`config.mk`:
```
export PLATFORM = sky130hd
export DESIGN_NAME = pc_sequencer
export DESIGN_NICKNAME = d
export VERILOG_FILES = /design/src/rtl/pc_sequencer.sv
export SDC_FILE = /design/constraint.sdc
export NUM_CORES = 1
export LEC_CHECK = 0
export ABC_AREA = 0
export CAP_MARGIN = 40
export CORE_ASPECT_RATIO = 0.75
export CORE_MARGIN = 5
export CORE_UTILIZATION = 43
export DETAILED_ROUTE_END_ITERATION = 7
export PLACE_DENSITY = 0.8
export SYNTH_ARGS = -nofsm -noshare
export SYNTH_HDL_FRONTEND = slang
export SYNTH_SLANG_ARGS = --single-unit
```
`constraint.sdc`:
```
create_clock -name clk_i -period 1.9 [get_ports clk_i]
set_clock_uncertainty 0.2 [all_clocks]
set_input_delay 0.285 -clock clk_i [delete_from_list [all_inputs] [get_ports clk_i]]
set_output_delay 0.285 -clock clk_i [all_outputs]
set_load 0.005 [all_outputs]
```
`src/rtl/pc_sequencer.sv`:
```
// pc_sequencer: fetch sequencer for the 8-bit processor.
// Owns the program counter. It requests instructions from memory (req/ack),
// holds each fetched word for the decoder (valid/ready) and advances or
// redirects the PC when the decoder takes an instruction (the handoff).
module pc_sequencer #(
  parameter int unsigned         PC_W     = 8,
  parameter int unsigned         INSTR_W  = 16,
  parameter logic [PC_W-1:0]     RESET_PC = '0
) (
  input  logic               clk_i,
  input  logic               rst_i,
  input  logic               start_i,
  input  logic               halt_i,
  output logic               mem_req_o,
  output logic [PC_W-1:0]    mem_addr_o,
  input  logic               mem_ack_i,
  input  logic [INSTR_W-1:0] mem_data_i,
  output logic [INSTR_W-1:0] instr_o,
  output logic               instr_valid_o,
  input  logic               instr_ready_i,
  input  logic               jump_en_i,
  input  logic [PC_W-1:0]    jump_addr_i,
  output logic [PC_W-1:0]    pc_o,
  output logic               pc_wrap_o,
  output logic [7:0]         retired_o,
  output logic               busy_o
);

  typedef enum logic [1:0] {
    S_IDLE   = 2'd0,
    S_FETCH  = 2'd1,
    S_HOLD   = 2'd2,
    S_HALTED = 2'd3
  } state_e;

  state_e               state_q, state_d;
  logic [PC_W-1:0]      pc_q, pc_d;
  logic [INSTR_W-1:0]   instr_q, instr_d;
  logic                 instr_valid_q, instr_valid_d;
  logic                 pc_wrap_q, pc_wrap_d;
  logic [7:0]           retired_q, retired_d;
  logic                 mem_req_q, mem_req_d;
  logic                 busy_q, busy_d;
  logic [PC_W:0]        pc_inc_s;
  logic                 handoff_s;

  // Modulo-2^W increment; the top bit is the carry out of the all-ones value.
  function automatic logic [PC_W:0] pc_increment(input logic [PC_W-1:0] value);
    pc_increment = {1'b0, value} + {{PC_W{1'b0}}, 1'b1};
  endfunction

  assign pc_inc_s  = pc_increment(pc_q);
  assign handoff_s = instr_valid_q & instr_ready_i;

  // Next-state and datapath decode; every register keeps its value by default.
  always_comb begin
    state_d       = state_q;
    pc_d          = pc_q;
    instr_d       = instr_q;
    instr_valid_d = instr_valid_q;
    pc_wrap_d     = 1'b0;
    retired_d     = retired_q;
    case (state_q)
      S_IDLE: begin
        if (start_i) begin
          state_d = S_FETCH;
        end else begin
          state_d = S_IDLE;
        end
      end
      S_FETCH: begin
        // halt and jump are not looked at until the handoff.
        if (mem_ack_i) begin
          instr_d       = mem_data_i;
          instr_valid_d = 1'b1;
          state_d       = S_HOLD;
        end else begin
          state_d = S_FETCH;
        end
      end
      S_HOLD: begin
        if (handoff_s) begin
          if (jump_en_i) begin
            // A jump to 0 is not a wrap, so no pulse here.
            pc_d = jump_addr_i;
          end else begin
            pc_d      = pc_inc_s[PC_W-1:0];
            pc_wrap_d = pc_inc_s[PC_W];
          end
          retired_d     = retired_q + 8'd1;
          instr_valid_d = 1'b0;
          if (halt_i) begin
            state_d = S_HALTED;
          end else begin
            state_d = S_FETCH;
          end
        end else begin
          state_d = S_HOLD;
        end
      end
      S_HALTED: begin
        // start has priority over a simultaneous halt while halted.
        instr_valid_d = 1'b0;
        if (start_i) begin
          state_d = S_FETCH;
        end else begin
          state_d = S_HALTED;
        end
      end
      default: begin
        state_d       = S_IDLE;
        instr_valid_d = 1'b0;
      end
    endcase
    mem_req_d = (state_d == S_FETCH);
    busy_d    = (state_d == S_FETCH) || (state_d == S_HOLD);
  end

  // State and output registers; reset discards any pending instruction.
  always_ff @(posedge clk_i or posedge rst_i) begin
    if (rst_i) begin
      state_q       <= S_IDLE;
      pc_q          <= RESET_PC;
      instr_q       <= {INSTR_W{1'b0}};
      instr_valid_q <= 1'b0;
      pc_wrap_q     <= 1'b0;
      retired_q     <= 8'd0;
      mem_req_q     <= 1'b0;
      busy_q        <= 1'b0;
    end else begin
      state_q       <= state_d;
      pc_q          <= pc_d;
      instr_q       <= instr_d;
      instr_valid_q <= instr_valid_d;
      pc_wrap_q     <= pc_wrap_d;
      retired_q     <= retired_d;
      mem_req_q     <= mem_req_d;
      busy_q        <= busy_d;
    end
  end

  assign mem_req_o     = mem_req_q;
  assign mem_addr_o    = pc_q;
  assign instr_o       = instr_q;
  assign instr_valid_o = instr_valid_q;
  assign pc_o          = pc_q;
  assign pc_wrap_o     = pc_wrap_q;
  assign retired_o     = retired_q;
  assign busy_o        = busy_q;

endmodule

```
==> results by stage <==
Finish:
- The sequential cells in the finished layout cover a total of roughly 950 sq um.
- The number of diodes added for antenna fixing is 0.
- In the layout the commonest cells are sky130_fd_sc_hd__clkdlybuf4s50_1 (74), sky130_fd_sc_hd__dfrtp_1 (37), sky130_fd_sc_hd__nand2_1 (12).
- Leaving out fill and tap cells, the most frequent cell in the layout is sky130_fd_sc_hd__clkdlybuf4s50_1.
- The area of the multi-input gates is about 780 sq um.
- The fraction of layout cells with a size suffix above 1 is 0.183.
- The number of fillers in the final layout is about 310.
- The area growth from synthesis to layout is 49.1%.
- The number of nets in the layout is 263.

Pwr:
- The analysis attributes to cell leakage a power of roughly 0.0012 uW.
- The share of total power in the clock network is 0.223.
- The maximum vdd drop is about 0.83 mV.
- Dividing total power by cell area gives a power density of around 1400 nW/um^2.
- Cell internal power was estimated by the tool at 2720 uW.
- In this run the power spent charging and discharging nets is between 1000 and 1500 uW.
- The share of total power dissipated in sequential elements is 0.377.
- Of the total power, combinational logic draws 0.400.
- Of the total power, the share spent switching nets is 0.286.

GRT:
- The met3 routing resource usage after global routing is 0.0463.
- The global-route met1 utilization is 0.209.
- The number of global-route vias before repair is 1486.
- The total routing usage reported by global routing is 0.164.
- met2 is the most crowded layer.
- The first-pass GRT wire length is roughly 7300 um.
- The sum of overflow across all layers after global routing is 0.
- The number of antenna violations at the first check in global routing is 0.
- The met2 usage is 0.278.
- The maximum number of pins on one net before global-route repair is 31.

Setup path:
- The class of the most critical setup path is reg -> out.
- The data required time at the worst endpoint is approximately 1.4 ns.
- In this run the critical register-to-register path is captured at mem_addr_o[6].
- The minimum setup slack among reg-to-reg paths is roughly 0.31 ns.
- In this design, the stage delay of the slowest critical-path cell is 0.56 ns.
- The maximum fanout encountered on the critical timing path is 6.
- Among all stages on the critical path, the largest delay is contributed by sky130_fd_sc_hd__clkdlybuf4s50_1.
- The worst reg-to-reg path cell count is 4.
- The buffer and inverter count on the worst path is 1.
- The startpoint type of the worst setup path is a register.
- STA classifies the critical path endpoint as an output pin.
- The cell family with the largest share of critical-path delay is buffers and inverters.
- At the worst endpoint, the arrival time is around 1.3 ns.
- The worst flop-to-flop path startpoint is state_q[1].
- Walking the worst path, the cells encountered are clkdlybuf4s50_1.

Flow run:
- The number of violations of the max-capacitance limit is 0.

Synth:
- The synthesized instance count is about 160.
- The cell area after synthesis is 1880 sq um.
- The warning count from the yosys run is 0.
- The share of the Yosys chip area taken by registers is 0.507.
- The net count after synthesis is ~190.
- The number of flip-flops and latches in the synthesized netlist is 38.
- A synthesized cell averages 12.1 sq um.
- The number of distinct library cells after synthesis is 42.

Floorplanning:
- During I/O placement, the number of pins put on the boundary was 75.
- The initialized floorplan defines 20 standard-cell rows.
- The initial core utilization is 0.454.
- From left edge to right edge, the die measures roughly 86 um.
- The region available for standard cell placement spans 4130 sq um.
- The die covers 5800 sq um.
- The y dimension of the die is around 67 um.

Timing:
- The highest achievable clock rate is roughly 0.55 GHz.
- Setup repair after global routing left no endpoint under its margin.
- The final setup TNS is 0 ns.
- The time the worst path needs with I/O delays and setup is about 1.8 ns.
- Setup violations remaining at the end of the flow were counted as 0.
- The number of hold violations in the final report is 0.
- The number of pins with negative max-slew slack in the final report is 0.
- Dividing the final minimum period by the clock period gives 0.959.
- For the pin with the worst max-slew slack, the measured transition is about 0.39 ns.
- In this run the tightest slew margin relative to its limit is 0.743.
- The tightest hold path in the finished design has a slack of just under 0.08 ns.

CTS:
- The clock transition at the register clock pins on the worst setup and hold paths after CTS is approximately 0.080 ns.
- The number of buffers inserted by hold repair at cts is 0.
- The total clock sinks is 38.
- The longest clock path from root to sink contains 2 buffers.
- After clock tree synthesis, the setup repair step added 0 buffers.
- The number of clock buffers inserted by TritonCTS is 5.
- The source-to-sink clock delay at the later pin of the worst-skew pair is just under 0.3 ns.
- The clock root buffer is sky130_fd_sc_hd__clkbuf_8.
- The H-tree depth is 2.
- TritonCTS built the clock tree.

Detailed routing:
- The post-detailed-route count of antenna-violating nets is 0.
- Detailed routing inserted a total of between 1000 and 1500 vias.
- After detailed routing, the average wire length per cell comes to 15.4 um.
- The post-route DRC violation count is 0.
- The number of iterations in the first detailed-routing pass is 4.
- After detailed routing, the number of vias per cell comes to 5.14.
- The number of DRC markers after the initial detailed-route iteration is 44.
- The routed wire length is 4390 um.

Placement:
- The congestion estimate from routability-driven global placement came to between 0.7 and 0.8.
- The total half-perimeter wirelength after legalization and detailed placement is approximately 3300 um.
- The total of buffers placed on input and output ports is 74.

Hold path:
- The worst hold path belongs to the class in -> async.

Outcome:
- The flow ran to the end, and the final reports show no timing, DRC or antenna violations.
## logic make-up (layout without fill, tap and decap cells)
group / Yosys count / count (layout) / synth area share
AND/OR/NAND/NOR: 44 / 44 / 0.145
flip-flops: 38 / 38 / 0.507
AO/OA/AOI/OAI: 21 / 21 / 0.0707
multiplexers: 21 / 21 / 0.141
buffers and inverters: 21 / 96 / 0.0794
XOR/XNOR: 7 / 7 / 0.0367
adder cells (fa/ha/maj): 3 / 3 / 0.0200
## layout make-up
cell class,count,area share
multi-input cells,96,0.277
inverters,7,0.00940
repair buffers,81,0.297
well taps,55,0.0246
flip-flops and latches,38,0.340
clock inverters,2,0.0215
clock buffers,6,0.0295
## worst max path at each step
stage / startpoint / endpoint / cells after the start
after CTS: mem_addr_o[3] / pc_o[3] / 1
after detailed placement: mem_ack_i / instr_o[8] / 5
final: retired_o[2] / retired_o[2] / 1
after global routing: retired_o[0] / retired_o[0] / 1
after global placement: instr_ready_i / mem_addr_o[6] / 5
after floorplan: state_q[0] / busy_o / 6
## per-stage QoR
step,util,total power [uW],area [sq um],setup slack (ns),std cells
6_report,0.677,3800,2800,0.0774,285
5_1_grt,0.677,4040,2800,0.00700,285
4_1_cts,0.677,3830,2800,0.0332,285
3_5_place_dp,0.642,2980,2650,0.0684,277
3_3_place_gp,0.642,2940,2650,0.0918,277
2_1_floorplan,-,2160,1880,0.359,155
## metal layers
metal  routed length [um]  vias to the layer above
li1                     -                      692
met1                 1970                      717
met2                 2110                       48
met3                  271                        7
met4                   33                        0
met5                    0                        -
## synth_stat cells, drive strengths merged
| cell | n | share of area |
|---|---|---|
| nand4 | 5 | 0.025 |
| a31o | 2 | 0.0093 |
| o22ai | 1 | 0.0033 |
| a22o | 1 | 0.0047 |
| nand3b | 1 | 0.0040 |
| or2 | 1 | 0.0033 |
| and4b | 1 | 0.0053 |
| mux2 | 17 | 0.12 |
| and2 | 1 | 0.0033 |
| a311oi | 2 | 0.0093 |
| a31oi | 1 | 0.0033 |
| dfrtp | 38 | 0.51 |
| buf | 14 | 0.065 |
| nand2 | 13 | 0.027 |
| ha | 3 | 0.020 |
| xor2 | 2 | 0.0093 |
| nor4 | 2 | 0.0067 |
| nor3b | 1 | 0.0040 |
| nor3 | 4 | 0.013 |
| and4 | 1 | 0.0047 |
| inv | 7 | 0.014 |
| nand3 | 4 | 0.013 |
| a211o | 1 | 0.0047 |
| nor2 | 4 | 0.012 |
| nand2b | 2 | 0.0067 |
| xnor2 | 5 | 0.027 |
| a22oi | 1 | 0.0040 |
| a21oi | 4 | 0.011 |
| and3 | 2 | 0.0067 |
| mux2i | 4 | 0.021 |
| o21ai | 8 | 0.021 |
| nand4b | 2 | 0.0093 |
## power groups by stage
stage	Sequential [uW]	Combinational (uW)	Clock (uW)
after global placement	1440	1510	0
after floorplan	1400	756	0
after detailed placement	1450	1530	0
after CTS	1430	1540	857
final	1430	1520	847
after global routing	1490	1650	898
## state kept, by name (all words and copies together) (netlist names)
signal         flops
retired_o          8
instr_o           16
busy_o             1
instr_valid_o      1
state_q            2
mem_addr_o         8
mem_req_o          1
pc_wrap_o          1
## timing repair
item,CTS,global route
resized for setup,0,1
setup endpoints to repair,0,2
hold endpoints to repair,0,0
Note: power is estimated with default switching activity, not from simulation.
